[src/rtl/code_update_controller.sv]
// Keypad-driven passcode change controller: verifies the old code, collects and confirms a
// new one, then writes its scrambled form to the stored-code register; repeated failures lock it out.
module code_update_controller #(
  parameter int MAX_FAIL    = 3,
  parameter int LOCK_CYCLES = 16
) (
  input  logic        clk,
  input  logic        rst_n,
  input  logic        change_req,
  input  logic        abort,
  input  logic        digit_valid,
  input  logic [3:0]  digit,
  input  logic [15:0] stored_code,
  output logic        load,
  output logic [15:0] datain,
  output logic        busy,
  output logic        done,
  output logic        error,
  output logic        locked
);

  typedef enum logic [2:0] {
    IDLE,
    GET_OLD,
    GET_NEW,
    GET_CONF,
    COMMIT,
    LOCKOUT
  } state_t;

  localparam logic [3:0]  MAX_FAIL_L = 4'(MAX_FAIL);
  localparam logic [15:0] LOCK_LOAD  = 16'(LOCK_CYCLES - 1);

  state_t      state, state_nxt;
  logic [1:0]  cnt, cnt_nxt;
  logic [15:0] entry, entry_nxt;
  logic [15:0] new_code, new_code_nxt;
  logic [15:0] timer, timer_nxt;
  logic [3:0]  fail_cnt, fail_nxt;
  logic        error_q, error_nxt;
  logic [15:0] full_entry;
  logic [3:0]  fail_inc;

  // Digits arrive first-to-last as d0..d3; the stored form is {d2,d0,d3,d1}.
  function automatic logic [15:0] scramble(input logic [15:0] v);
    return {v[7:4], v[15:12], v[3:0], v[11:8]};
  endfunction

  assign full_entry = {entry[11:0], digit};
  assign fail_inc   = fail_cnt + 4'd1;

  always_ff @(posedge clk or negedge rst_n) begin
    if (!rst_n) begin
      state    <= IDLE;
      cnt      <= 2'd0;
      entry    <= 16'h0000;
      new_code <= 16'h0000;
      timer    <= 16'h0000;
      fail_cnt <= 4'd0;
      error_q  <= 1'b0;
    end else begin
      state    <= state_nxt;
      cnt      <= cnt_nxt;
      entry    <= entry_nxt;
      new_code <= new_code_nxt;
      timer    <= timer_nxt;
      fail_cnt <= fail_nxt;
      error_q  <= error_nxt;
    end
  end

  always_comb begin
    state_nxt    = state;
    cnt_nxt      = cnt;
    entry_nxt    = entry;
    new_code_nxt = new_code;
    timer_nxt    = timer;
    fail_nxt     = fail_cnt;
    error_nxt    = 1'b0;

    case (state)
      IDLE: begin
        if (change_req) begin
          state_nxt = GET_OLD;
          cnt_nxt   = 2'd0;
          entry_nxt = 16'h0000;
        end
      end

      GET_OLD, GET_NEW, GET_CONF: begin
        // Abort wins over a digit strobe arriving in the same cycle.
        if (abort) begin
          state_nxt = IDLE;
          error_nxt = 1'b1;
        end else if (digit_valid) begin
          if (digit > 4'd9) begin
            state_nxt = IDLE;
            error_nxt = 1'b1;
          end else begin
            entry_nxt = full_entry;
            cnt_nxt   = cnt + 2'd1;
            if (cnt == 2'd3) begin
              entry_nxt = 16'h0000;
              if (state == GET_OLD) begin
                if (scramble(full_entry) == stored_code) begin
                  state_nxt = GET_NEW;
                  fail_nxt  = 4'd0;
                end else begin
                  error_nxt = 1'b1;
                  fail_nxt  = fail_inc;
                  if (fail_inc >= MAX_FAIL_L) begin
                    state_nxt = LOCKOUT;
                    timer_nxt = LOCK_LOAD;
                  end else begin
                    state_nxt = IDLE;
                  end
                end
              end else if (state == GET_NEW) begin
                new_code_nxt = full_entry;
                state_nxt    = GET_CONF;
              end else begin
                if (full_entry == new_code) begin
                  state_nxt = COMMIT;
                end else begin
                  state_nxt = IDLE;
                  error_nxt = 1'b1;
                end
              end
            end
          end
        end
      end

      COMMIT: state_nxt = IDLE;

      LOCKOUT: begin
        if (timer == 16'h0000) begin
          state_nxt = IDLE;
          fail_nxt  = 4'd0;
        end else begin
          timer_nxt = timer - 16'd1;
        end
      end

      default: state_nxt = IDLE;
    endcase
  end

  assign busy   = (state != IDLE);
  assign locked = (state == LOCKOUT);
  assign load   = (state == COMMIT);
  assign done   = load;
  assign datain = load ? scramble(new_code) : 16'h0000;
  assign error  = error_q;

endmodule

[config.mk]
export PLATFORM = sky130hd
export DESIGN_NAME = code_update_controller
export DESIGN_NICKNAME = d
export VERILOG_FILES = /design/src/rtl/code_update_controller.sv
export SDC_FILE = /design/constraint.sdc
export NUM_CORES = 1
export LEC_CHECK = 0
export CAP_MARGIN = 30
export CORE_UTILIZATION = 50
export DETAILED_ROUTE_END_ITERATION = 10
export PLACE_DENSITY = 0.74
export SYNTH_ARGS = -nofsm -noshare
export SYNTH_HDL_FRONTEND = slang
export SYNTH_SLANG_ARGS = --single-unit
[constraint.sdc]
create_clock -name clk -period 3.2 [get_ports clk]
set_clock_uncertainty 0.1 [all_clocks]
set_input_delay 0.48 -clock clk [delete_from_list [all_inputs] [get_ports clk]]
set_output_delay 0.48 -clock clk [all_outputs]
set_load 0.005 [all_outputs]
==> results.md, run 1 <==
Detailed routing:
- The number of nets with antenna violations after routing is 0.
- In the final routed layout, each cell accounts on average for 16.6 µm.
- For this run, the detailed router's first-pass iteration total came to 4.
- The total wire length after detailed routing is 7570 µm.
- The via count is 2697.
- In this run, the number of DRC markers left after iteration 0 of detailed routing was 211.
- The number of remaining DRC errors is 0.
- The per-cell via count in the routed design is 5.91.

Setup path:
- The data required time at the worst endpoint is 2.62 ns.
- The worst setup path is of the reg2out kind.
- The critical path arrival is 2.26 ns.
- The worst setup path is captured at an output pin.
- Walking the worst path, the cells encountered are nand2_1, inv_1, clkdlybuf4s50_1.
- Along the worst path, the maximum fanout reaches 19.
- The number of cells on the worst reg-to-reg path is 8.
- The number of logic stages on the critical path including buffering is 3.
- The critical path startpoint category is a flop.
- The top cell family by delay on the critical path is buffers and inverters.
- The critical path contains buffers and inverters numbering 2 combined.
- The standard cell with the maximum stage delay on the critical path is sky130_fd_sc_hd__dfrtp_1.
- The largest incremental delay on the critical path is 0.68 ns.

Floorplan:
- The width of the die is 81.6 µm.
- Row generation in the floorplan step produced 28 rows.
- The area of the die is 6660 µm².
- The area inside the core boundary is 6030 µm².
- The initial standard-cell utilization of the core is 52.6%.
- The die span in y is 81.6 µm.
- The I/O pin count is 46.

CTS:
- Clock latency on the worst-skew pair, taken at its later pin, is 0.31 ns.
- The clock passes through at most 2 buffers.
- TritonCTS built the clock tree.
- The number of buffers created by CTS is 5.
- Clock tree synthesis selected as its root buffer the cell sky130_fd_sc_hd__clkbuf_8.
- In this run, post-CTS repair resized a total of 0 instances.
- The total number of H-tree levels is 2.
- After clock tree synthesis, the flow added hold-fix buffers numbering 0.
- The post-CTS clock slew at the launch and capture registers of the worst setup and hold paths is 0.10 ns.
- The tree built by TritonCTS fans out to 54 sinks.
- Buffers added to address setup during post-CTS repair amount to 0.

Power and ir drop:
- The total internal power is 1570 µW.
- The leakage power is 0.00163 µW.
- Per report_power, the sequential group accounts for 46.6% of the total.
- For this design the ratio of total power to cell area is 653 nW/µm².
- The reported net switching power is 937 µW.
- The peak supply drop is 0.326 mV.
- The power share of the clock group is 18.2%.
- In this run, the combinational gates consume 35.2% of the power.
- The fraction of power spent switching nets is 37.4%.

Placed design:
- Port buffering added 45 buffers.
- The half-perimeter wire length after placement is 5490 µm.
- The final estimated routing congestion in global placement is 0.885.

Global routing:
- Entering global routing, the biggest net connects 25 pins.
- The number of global-route vias before repair is 2613.
- The first global-routing pass estimated 13000 µm of wire.
- The initial antenna violation count is 0.
- The total grt overflow is 0.
- The global-route total usage across every layer is 25.7%.

Synthesis:
- The area of the mapped netlist is 3170 µm².
- Sequential elements use 42.6% of the synthesized area.
- The fraction of synthesized cell area taken by the top area cell type is 42.6%.
- Of all flip-flops after synthesis, the portion carrying an async set or reset was 100%.
- During synthesis, Yosys emitted a total of 0 warnings.
- The synthesized design contains 54 register bits.
- The number of nets produced by synthesis is 361.
- The average instance area after synthesis is 9.55 µm².
- The number of flops mapped to enable cells by yosys is 0.
- The most used flip-flop cell after synthesis is sky130_fd_sc_hd__dfrtp_1.
- The cell count after synthesis is 332.
- Ranked by total cell area, the synthesized netlist is headed by sky130_fd_sc_hd__dfrtp_1, sky130_fd_sc_hd__xnor2_1, sky130_fd_sc_hd__mux2_2.
- The leading area contributor after synthesis is sky130_fd_sc_hd__dfrtp_1.
- After synthesis, the netlist uses 52 different library cells.

STA:
- The max-slew violation count was 0.
- The setup violation total in the final timing report is 0.
- The clock period minus final worst setup slack is 2.84 ns.
- Across all hold checks on the routed design, the worst slack comes to 0.0510 ns.
- For this run, the top clock speed supported by timing is 352 MHz.
- Setup repair after global routing left no endpoint under its margin.
- The final hold violation count was 0.
- At the pin with the least slew margin, the transition time is 0.606 ns.
- Summed over all failing endpoints, the final setup total negative slack is 0 ns.
- Dividing the final minimum period by the clock period gives 88.9%.
- In this run the tightest slew margin relative to its limit is 59.6%.

Layout:
- Once layout is complete, the utilization of the core stands at 63.6%.
- The number of filler cells placed in the layout is 518.
- At the end of the flow, the number of nets in the layout was 409.
- The most common cell after layout, fill and taps aside is sky130_fd_sc_hd__dfrtp_1.
- Of the cells placed in the final design, the portion with a size suffix greater than 1 is 13.4%.
- The synthesis-to-finish area growth is 20.9%.
- 0 antenna diodes ended up in the layout.
- In the layout the commonest cells are sky130_fd_sc_hd__dfrtp_1, sky130_fd_sc_hd__clkdlybuf4s50_1, sky130_fd_sc_hd__xnor2_1, sky130_fd_sc_hd__nand2_1, sky130_fd_sc_hd__o21ai_0.

Flow run:
- Max-cap violations in this run came to 0.

Outcome:
- The run finished with clean final reports.

Min path:
- In this run the worst hold path is classified as in2async.
-- area by class of cell --
cell class | count | area, µm² | share of cell area [%]
Clock buffer | 6 | 72.6 | 1.89
Clock inverter | 2 | 37.5 | 0.979
Inverter | 7 | 26.3 | 0.686
Multi-Input combinational cell | 253 | 1700 | 44.4
Sequential cell | 54 | 1350 | 35.3
Tap cell | 75 | 93.8 | 2.45
Timing Repair Buffer | 59 | 551 | 14.4
-- sequential cells by signal, summed over array words and instances (netlist names) --
| signal | flops |
|---|---|
| state | 3 |
| error | 1 |
| fail_cnt | 4 |
| new_code | 16 |
| entry | 12 |
| cnt | 2 |
| timer | 16 |
-- per-layer routing --
metal	part of all wire, %	vias to the layer above	global-route usage (%)
li1	-	1293	-
met1	48	1312	38.8
met2	45	84	38.3
met3	6.2	8	4.33
met4	0.92	0	5.79
met5	0	-	0
-- final timing paths --
check | startpoint | endpoint | slack (ns)
worst max-delay path | state[2] | locked | 0.36
worst min-delay path | rst_n | new_code[5] | 0.05
worst max register to register | timer[0] | state[0] | 0.50
worst min register to register | cnt[0] | cnt[0] | 0.40
max in group asynchronous | rst_n | entry[8] | 2.27
min in group clk | cnt[0] | cnt[0] | 0.40
-- Yosys cell counts (2+ instances only) --
library cell,number
sky130_fd_sc_hd__dfrtp_1,54
sky130_fd_sc_hd__or4_1,2
sky130_fd_sc_hd__mux2_4,2
sky130_fd_sc_hd__or2_2,2
sky130_fd_sc_hd__o31ai_1,3
sky130_fd_sc_hd__nor3_1,7
sky130_fd_sc_hd__nor2_1,15
sky130_fd_sc_hd__nor4_1,5
sky130_fd_sc_hd__a31oi_1,11
sky130_fd_sc_hd__o21a_1,7
sky130_fd_sc_hd__mux2_2,16
sky130_fd_sc_hd__o21ai_0,27
sky130_fd_sc_hd__nand3_1,16
sky130_fd_sc_hd__ha_1,4
sky130_fd_sc_hd__a21oi_1,15
sky130_fd_sc_hd__nand4_1,10
sky130_fd_sc_hd__buf_4,2
sky130_fd_sc_hd__nand2_1,31
sky130_fd_sc_hd__clkbuf_1,13
sky130_fd_sc_hd__inv_1,7
sky130_fd_sc_hd__and3_1,16
sky130_fd_sc_hd__xnor2_1,33
sky130_fd_sc_hd__mux2i_1,2
sky130_fd_sc_hd__nand2b_1,3
sky130_fd_sc_hd__buf_6,2
-- cells by family (layout without fill, tap and decap cells) --
logic type                 after synthesis  count (layout)  synth area share (%)
AOI/OAI and AO/OA                       74              74                  14.3
DFF                                     54              54                  42.6
xor gates and xnor gates                34              34                  9.40
and+or+nand+nor                        120             120                  20.7
buffers and inverters                   25              74                  3.71
adders and majority gates                4               4                  1.58
muxes                                   21              21                  7.62
-- power by group through the flow --
stage	Sequential, µW	Combinational [µW]	Clock, µW
2_1_floorplan	1090	643	0
3_3_place_gp	1160	860	0
3_5_place_dp	1170	876	0
4_1_cts	1160	879	473
5_1_grt	1210	997	498
6_report	1170	881	456
-- per-stage QoR --
step | area (µm²) | total power [µW] | cells | setup WS (ns)
6_report | 3830 | 2500 | 456 | 0.355
5_1_grt | 3830 | 2700 | 456 | 0.164
2_1_floorplan | 3170 | 1730 | 332 | 0.894
4_1_cts | 3820 | 2510 | 455 | 0.354
3_5_place_dp | 3710 | 2050 | 447 | 0.295
3_3_place_gp | 3710 | 2020 | 447 | 0.349
-- worst reg2reg max path: stages (launching register included) --
cell,delay (ns)
sky130_fd_sc_hd__dfrtp_1,0.42
sky130_fd_sc_hd__inv_1,0.07
sky130_fd_sc_hd__ha_1,0.23
sky130_fd_sc_hd__or4b_1,0.52
sky130_fd_sc_hd__nor4_4,0.35
sky130_fd_sc_hd__a21oi_1,0.29
sky130_fd_sc_hd__a211oi_1,0.33
sky130_fd_sc_hd__o311a_1,0.23
sky130_fd_sc_hd__nor3_1,0.05
No activity file was read; power rests on OpenSTA's default activity.
==> run 2: changes to the inputs <==
CELL_PAD_IN_SITES_DETAIL_PLACEMENT = 0   (was not set)
CELL_PAD_IN_SITES_GLOBAL_PLACEMENT = 1   (was not set)
CORE_UTILIZATION = 42   (was 50)
PLACE_DENSITY = not set   (was 0.74)
PLACE_DENSITY_LB_ADDON = 0.1   (was not set)
RECOVER_POWER = 50   (was not set)
==> run 2 against run 1 <==
  * Critical path depth increased by 1
  * Maximum frequency increased by 1.1%
  * Count of clock-buffer cells in the layout increased by 1
  * Core utilization decreased by 11 points
  * Register-to-register slack improved by 0.06 ns
  * First-iteration DRC count decreased by 52%
  * Highest routed layer unchanged
==> results.md, run 2 (synthesis results as in run 1) <==
Outcome:
- The flow ran to the end, and the final reports show no timing, DRC or antenna violations.

Detailed routing:
- The top layer reached by signal wires is met4.
- After detailed routing, the average wire length per cell comes to 16.1 µm.
- The wire length on met3 is 242 µm.
- After the first detailed-routing iteration, the DRC count stood at 101.
- The met1 wire length is 3680 µm.
- The number of search-and-repair iterations in the first detailed-routing pass is 4.
- The number of nets with antenna violations after routing is 0.
- The per-cell via count in the routed design is 5.35.
- The met2 routed wirelength is 3750 µm.
- In the routed design, unresolved DRC markers number 0.
- The via count is 2578.
- Wires add up to 7780 µm.

Min path:
- The type of the tightest min-delay check is reg2reg.

Setup path:
- The worst setup path is of the reg2out kind.
- STA classifies the critical path startpoint as a flop.
- The data required time at the worst endpoint is 2.62 ns.
- The worst setup path is captured at an output pin.
- In this run the worst path has a maximum fanout of 12.
- The critical path arrival is 2.23 ns.

Placed design:
- At the end of routability-driven placement, the weighted congestion stood at 0.813.
- Including well taps, the total number of placed cells is 473.
- The half-perimeter wire length after placement is 5610 µm.
- Timing analysis after detailed placement gives a worst setup slack of 0.370 ns.
- Buffers placed on the I/O ports in this run total 45.

STA:
- The transition time at the pin with the least slew margin is 1.05 ns.
- The max-slew violation count was 0.
- The worst pin sits at a relative slew slack of 29.8%.
- Counting I/O delays and the setup requirement, the final critical path takes 2.81 ns.
- The final hold violation count was 0.
- The final critical-path setup slack is 0.386 ns.
- The setup total negative slack is 0 ns.
- Setup repair after global routing left no endpoint under its margin.
- Static timing analysis puts the maximum clock frequency at 355 MHz.
- The final critical path takes up 87.9% of the cycle.
- Setup violations remaining at the end of the flow were counted as 0.

Global routing:
- The first global-routing pass estimated 13000 µm of wire.
- The number of global-route vias before repair is 2596.
- Entering global routing, the biggest net connects 41 pins.
- Global routing consumed, over all layers together, 21.8% of the routing resources.
- Global routing finished with a remaining overflow of 0.
- The initial antenna violation count came to 0.

Layout:
- The fraction of final layout cells with drive strength greater than 1 is 12.3%.
- Cells fill 53.1% of the core in the end.
- In the final layout, the registers with the most flip-flops are new_code: 16 flops, timer: 16 flops, entry: 12 flops.
- The number of filler cells placed in the layout is 702.
- Once layout is complete, the cells apart from fillers number 482.
- The antenna diode count is 0.
- The most common cell after layout, fill and taps aside is sky130_fd_sc_hd__dfrtp_1.
- The net count reported at finish is 411.
- The synthesis-to-finish area growth is 22.1%.
- In the layout the commonest cells are sky130_fd_sc_hd__dfrtp_1, sky130_fd_sc_hd__clkdlybuf4s50_1, sky130_fd_sc_hd__xnor2_1, sky130_fd_sc_hd__nand2_1, sky130_fd_sc_hd__o21ai_0.

CTS:
- The number of clock buffers added by TritonCTS is 5.
- The clock tree root driver cell is sky130_fd_sc_hd__clkbuf_8.
- The total number of clock tree sinks is 54.
- TritonCTS built the clock tree.
- The total of cells resized after clock tree synthesis is 0.
- The clock passes through at most 2 buffers.
- The post-CTS clock slew at the launch and capture registers of the worst setup and hold paths is 0.09 ns.
- The later pin in the worst-skew pair is clocked with a latency of 0.31 ns.
- Buffers added to address setup during post-CTS repair amount to 0.
- The post-cts hold buffer count is 1.
- The H-tree was split into 2 levels.

Power and ir drop:
- For this design the ratio of total power to cell area is 642 nW/µm².
- The leakage power is 0.00164 µW.
- The peak supply drop is 0.314 mV.

Floorplan:
- The I/O pin count is 46.
- The site row count is 31.
- The area of the die is 7900 µm².
- The width of the die is 88.9 µm.
- The area inside the core boundary is 7290 µm².
- The initial utilization of the core area, before any placement, comes to 43.5%.
- The floorplan step set the die height to 88.9 µm.

Flow run:
- The count of max-cap constraint violations is 0.
run 2: cell types whose count changed in the layout (fill, tap and decap cells not counted), moves of 2 or more:
cell                              change
sky130_fd_sc_hd__clkdlybuf4s50_1      -2
sky130_fd_sc_hd__clkbuf_1             +4
sky130_fd_sc_hd__buf_4                -3
sky130_fd_sc_hd__dlygate4sd3_1        +3
run 2: routing by layer:
layer / GRT usage, % / up-vias
met5: 0 / -
met1: 29.7 / 1235
li1: - / 1290
met2: 35.8 / 45
met4: 7.04 / 0
met3: 3.17 / 8
run 2: final timing paths:
path	from	endpoint	slack (ns)	cells past startpoint
worst max register to register	timer[0]	fail_cnt[2]	0.56	8
max in group asynchronous	rst_n	state[1]	0.77	3
worst min-delay path	cnt[0]	cnt[0]	0.40	1
worst max-delay path	state[0]	locked	0.39	4
min in group asynchronous	rst_n	timer[4]	0.69	2
worst min register to register	cnt[0]	cnt[0]	0.40	1
run 2: layout make-up:
cell class	count	area, µm²	share of cell area [%]
tap	99	124	3.20
clock buffer	7	76.3	1.97
multi-input combinational	253	1690	43.7
clock inverter	1	30.0	0.776
inverter	7	26.3	0.679
sequential	54	1350	34.9
timing repair buffer	61	569	14.7
run 2: through the flow:
| step | power (µW) | area (µm²) | hold slack, ns |
|---|---|---|---|
| after global routing | 2670 | 3870 | 0.431 |
| after detailed placement | 2060 | 3770 | 0.312 |
| after floorplan | 1730 | 3170 | 0.0844 |
| after global placement | 2050 | 3770 | 0.315 |
| after CTS | 2520 | 3890 | 0.403 |
| final | 2490 | 3870 | 0.398 |
run 2: worst max-delay path: stages (launching register included):
cell and delay, ns:
sky130_fd_sc_hd__dfrtp_1 0.57, sky130_fd_sc_hd__nor2b_1 0.22, sky130_fd_sc_hd__nand2_1 0.20, sky130_fd_sc_hd__inv_1 0.36, sky130_fd_sc_hd__clkdlybuf4s50_1 0.58
run 2: where the power goes:
group          switching (µW)  total (µW)  leakage [µW]  internal [µW]
combinational             433         868      0.000903            435
clock                     220         455     0.0000524            235
sequential                274        1160      0.000681            890
==> run 3: changes to the inputs <==
CORE_ASPECT_RATIO = 0.5   (was not set)
REMOVE_ABC_BUFFERS = 1   (was not set)
==> run 3 against run 2 <==
  * The run now ends with DRC left
  * Sequential power hardly changed
  * Power is 2.3% higher
  * Worst hold slack worse by 0.16 ns
  * Sequential share of layout area is 0.25 points higher
  * Largest cell class unchanged
==> results.md, run 3 (synthesis results as in run 1) <==
STA:
- The worst slew margin relative to its limit is 32.2%.
- The setup violation total in the final timing report is 0.
- The worst path meets setup with 0.305 ns of slack.
- At the pin with the least slew margin, the transition time is 1.02 ns.
- The worst path needs 2.89 ns of the cycle, external delays included.
- Setup repair after global routing left no endpoint under its margin.
- Of the available clock period, the critical path in the final layout requires 90.5%.
- The fmax is 345 MHz.
- The setup total negative slack is 0 ns.
- The final hold violation count is 0.
- The max-slew violation count is 0.

Global routing:
- The first-pass GRT wire length is 13100 µm.
- For this run, the total global-route usage over all layers was measured as 21.1%.
- The number of global-route vias before repair came to 2756.
- After global routing the overflow that remains totals 0.
- Entering global routing, the biggest net connects 38 pins.
- The initial antenna violation count is 0.

Detailed routing:
- After detailed routing, the number of vias per cell comes to 5.57.
- The number of search-and-repair iterations in the first detailed-routing pass is 7.
- The routed length per instance is 16.4 µm.
- The number of nets with antenna violations after routing is 0.
- The total wire length after detailed routing is 7720 µm.
- The routed layout has 2618 vias.
- The number of DRC markers in iteration 0 is 106.
- The number of remaining DRC errors is 2.

Placed design:
- The half-perimeter wire length after placement is 5460 µm.
- The number of I/O port buffers is 45.
- OpenSTA, run right after detailed placement, puts the worst setup slack at 0.306 ns.
- The congestion estimate from routability-driven global placement came to 0.798.

Power and ir drop:
- In this run the static leakage power is 0.00163 µW.
- The combinational group share of total power is 33.7%.
- The peak supply drop is 0.273 mV.
- The clock network burns 20.4% of the power.
- In this run the power spent charging and discharging nets is 939 µW.
- The total internal power is 1600 µW.
- Sequential cells burn 46.0% of the power.
- The fraction of power spent switching nets is 37.0%.
- The power density of the placed cells is 661 nW/µm².

Layout:
- In the layout the commonest cells are sky130_fd_sc_hd__dfrtp_1, sky130_fd_sc_hd__clkdlybuf4s50_1, sky130_fd_sc_hd__xnor2_1, sky130_fd_sc_hd__nand2_1, sky130_fd_sc_hd__o21ai_0.
- The antenna diode count is 0.
- The most common cell after layout, fill and taps aside is sky130_fd_sc_hd__dfrtp_1.
- In the final layout, the registers with the most flip-flops are new_code: 16 flops, timer: 16 flops, entry: 12 flops.
- Compared with the post-synthesis result, the final layout area differs by 21.2%.
- In the final layout, the share of cells above drive strength 1 is 11.4%.
- After the last flow step, the layout net total stands at 407.

CTS:
- Buffers inserted during clock tree synthesis total 5.
- At the later pin of the worst-skew pair, clock insertion delay measures 0.29 ns.
- The largest buffer count on any clock path is 2.
- The total number of H-tree levels is 2.
- The post-CTS setup buffer count is 0.
- The post-cts hold buffer count is 0.
- The clock tree from TritonCTS is built.
- Clock tree synthesis selected as its root buffer the cell sky130_fd_sc_hd__clkbuf_16.
- The post-CTS clock slew at the launch and capture registers of the worst setup and hold paths is 0.07 ns.
- In this run, post-CTS repair resized a total of 0 instances.
- The clock drives 54 sinks.

Setup path:
- The startpoint of the lowest-slack register-to-register path is timer[1].
- For the worst setup path, the data required time is 2.62 ns.
- The critical path startpoint category is a flop.
- The kind of critical path is reg2out.
- Data on the critical path arrives at its endpoint at 2.31 ns.
- The number of cells traversed by the worst register-to-register path is 8.
- The setup check on the worst reg-to-reg path leaves a slack of 0.61 ns.
- STA classifies the critical path endpoint as an output pin.
- The endpoint identified for the worst register-to-register timing path is fail_cnt[2].
- The peak fanout along the critical path is 17.

Floorplan:
- After floorplanning, the core was divided into 21 placement rows.
- The area inside the core boundary is 6990 µm².
- For this configuration, the core starts out at a cell density of 45.3%.
- The width of the die is 125 µm.
- The area of the die is 7920 µm².
- 46 I/O pins were placed.
- The die span in y is 63.4 µm.

Outcome:
- The run finished, with violations left.
- The checks that failed: DRC.

Flow run:
- Across the run, the number of max-cap violations was 0.

Min path:
- The path class of the tightest hold or removal check is in2async.
==> run 3: worst max path at each step <==
stage | startpoint | to | depth (start not counted)
3_3_place_gp | digit[2] | timer[1] | 7
4_1_cts | state[2] | locked | 3
6_report | state[2] | locked | 3
3_5_place_dp | digit[2] | timer[1] | 7
2_1_floorplan | state[0] | new_code[0] | 5
5_1_grt | state[0] | locked | 4
==> run 3: cell type report <==
class                      count  area (µm²)
sequential                    54        1350
inverter                       7        26.3
clock buffer                   7         133
fill                         628        3150
tap                           92         115
timing repair buffer          57         524
multi-input combinational    253        1690
==> run 3: power by group through the flow <==
stage,sequential (µW),combinational (µW),clock (µW)
2_1_floorplan,1100,612,0
3_3_place_gp,1160,854,0
3_5_place_dp,1170,867,0
4_1_cts,1160,873,534
5_1_grt,1200,963,564
6_report,1170,855,518
==> run 3: stage by stage <==
| step | total power (µW) | hold slack (ns) | util [%] | instances | cell area [µm²] |
|---|---|---|---|---|---|
| 6_report | 2540 | 0.238 | 55.0 | 470 | 3840 |
| 5_1_grt | 2730 | 0.321 | 55.0 | 470 | 3840 |
| 4_1_cts | 2570 | 0.0214 | 55.2 | 470 | 3860 |
| 3_5_place_dp | 2040 | 0.338 | 53.3 | 463 | 3730 |
| 3_3_place_gp | 2020 | 0.339 | 53.3 | 463 | 3730 |
| 2_1_floorplan | 1710 | 0.0844 | - | 314 | 3080 |
==> run 3: routing by layer <==
metal	vias up	global-route usage, %	wire length [µm]
met1	1261	27.9	3710
met3	10	4.67	367
met4	0	5.95	84
met5	-	0	0
li1	1286	-	-
met2	61	35.1	3550
==> run 3: critical path, cell delays in order (launching register included) <==
cell                              delay (ns)
sky130_fd_sc_hd__dfrtp_1                0.68
sky130_fd_sc_hd__nand2_1                0.35
sky130_fd_sc_hd__inv_1                  0.41
sky130_fd_sc_hd__clkdlybuf4s50_1        0.58
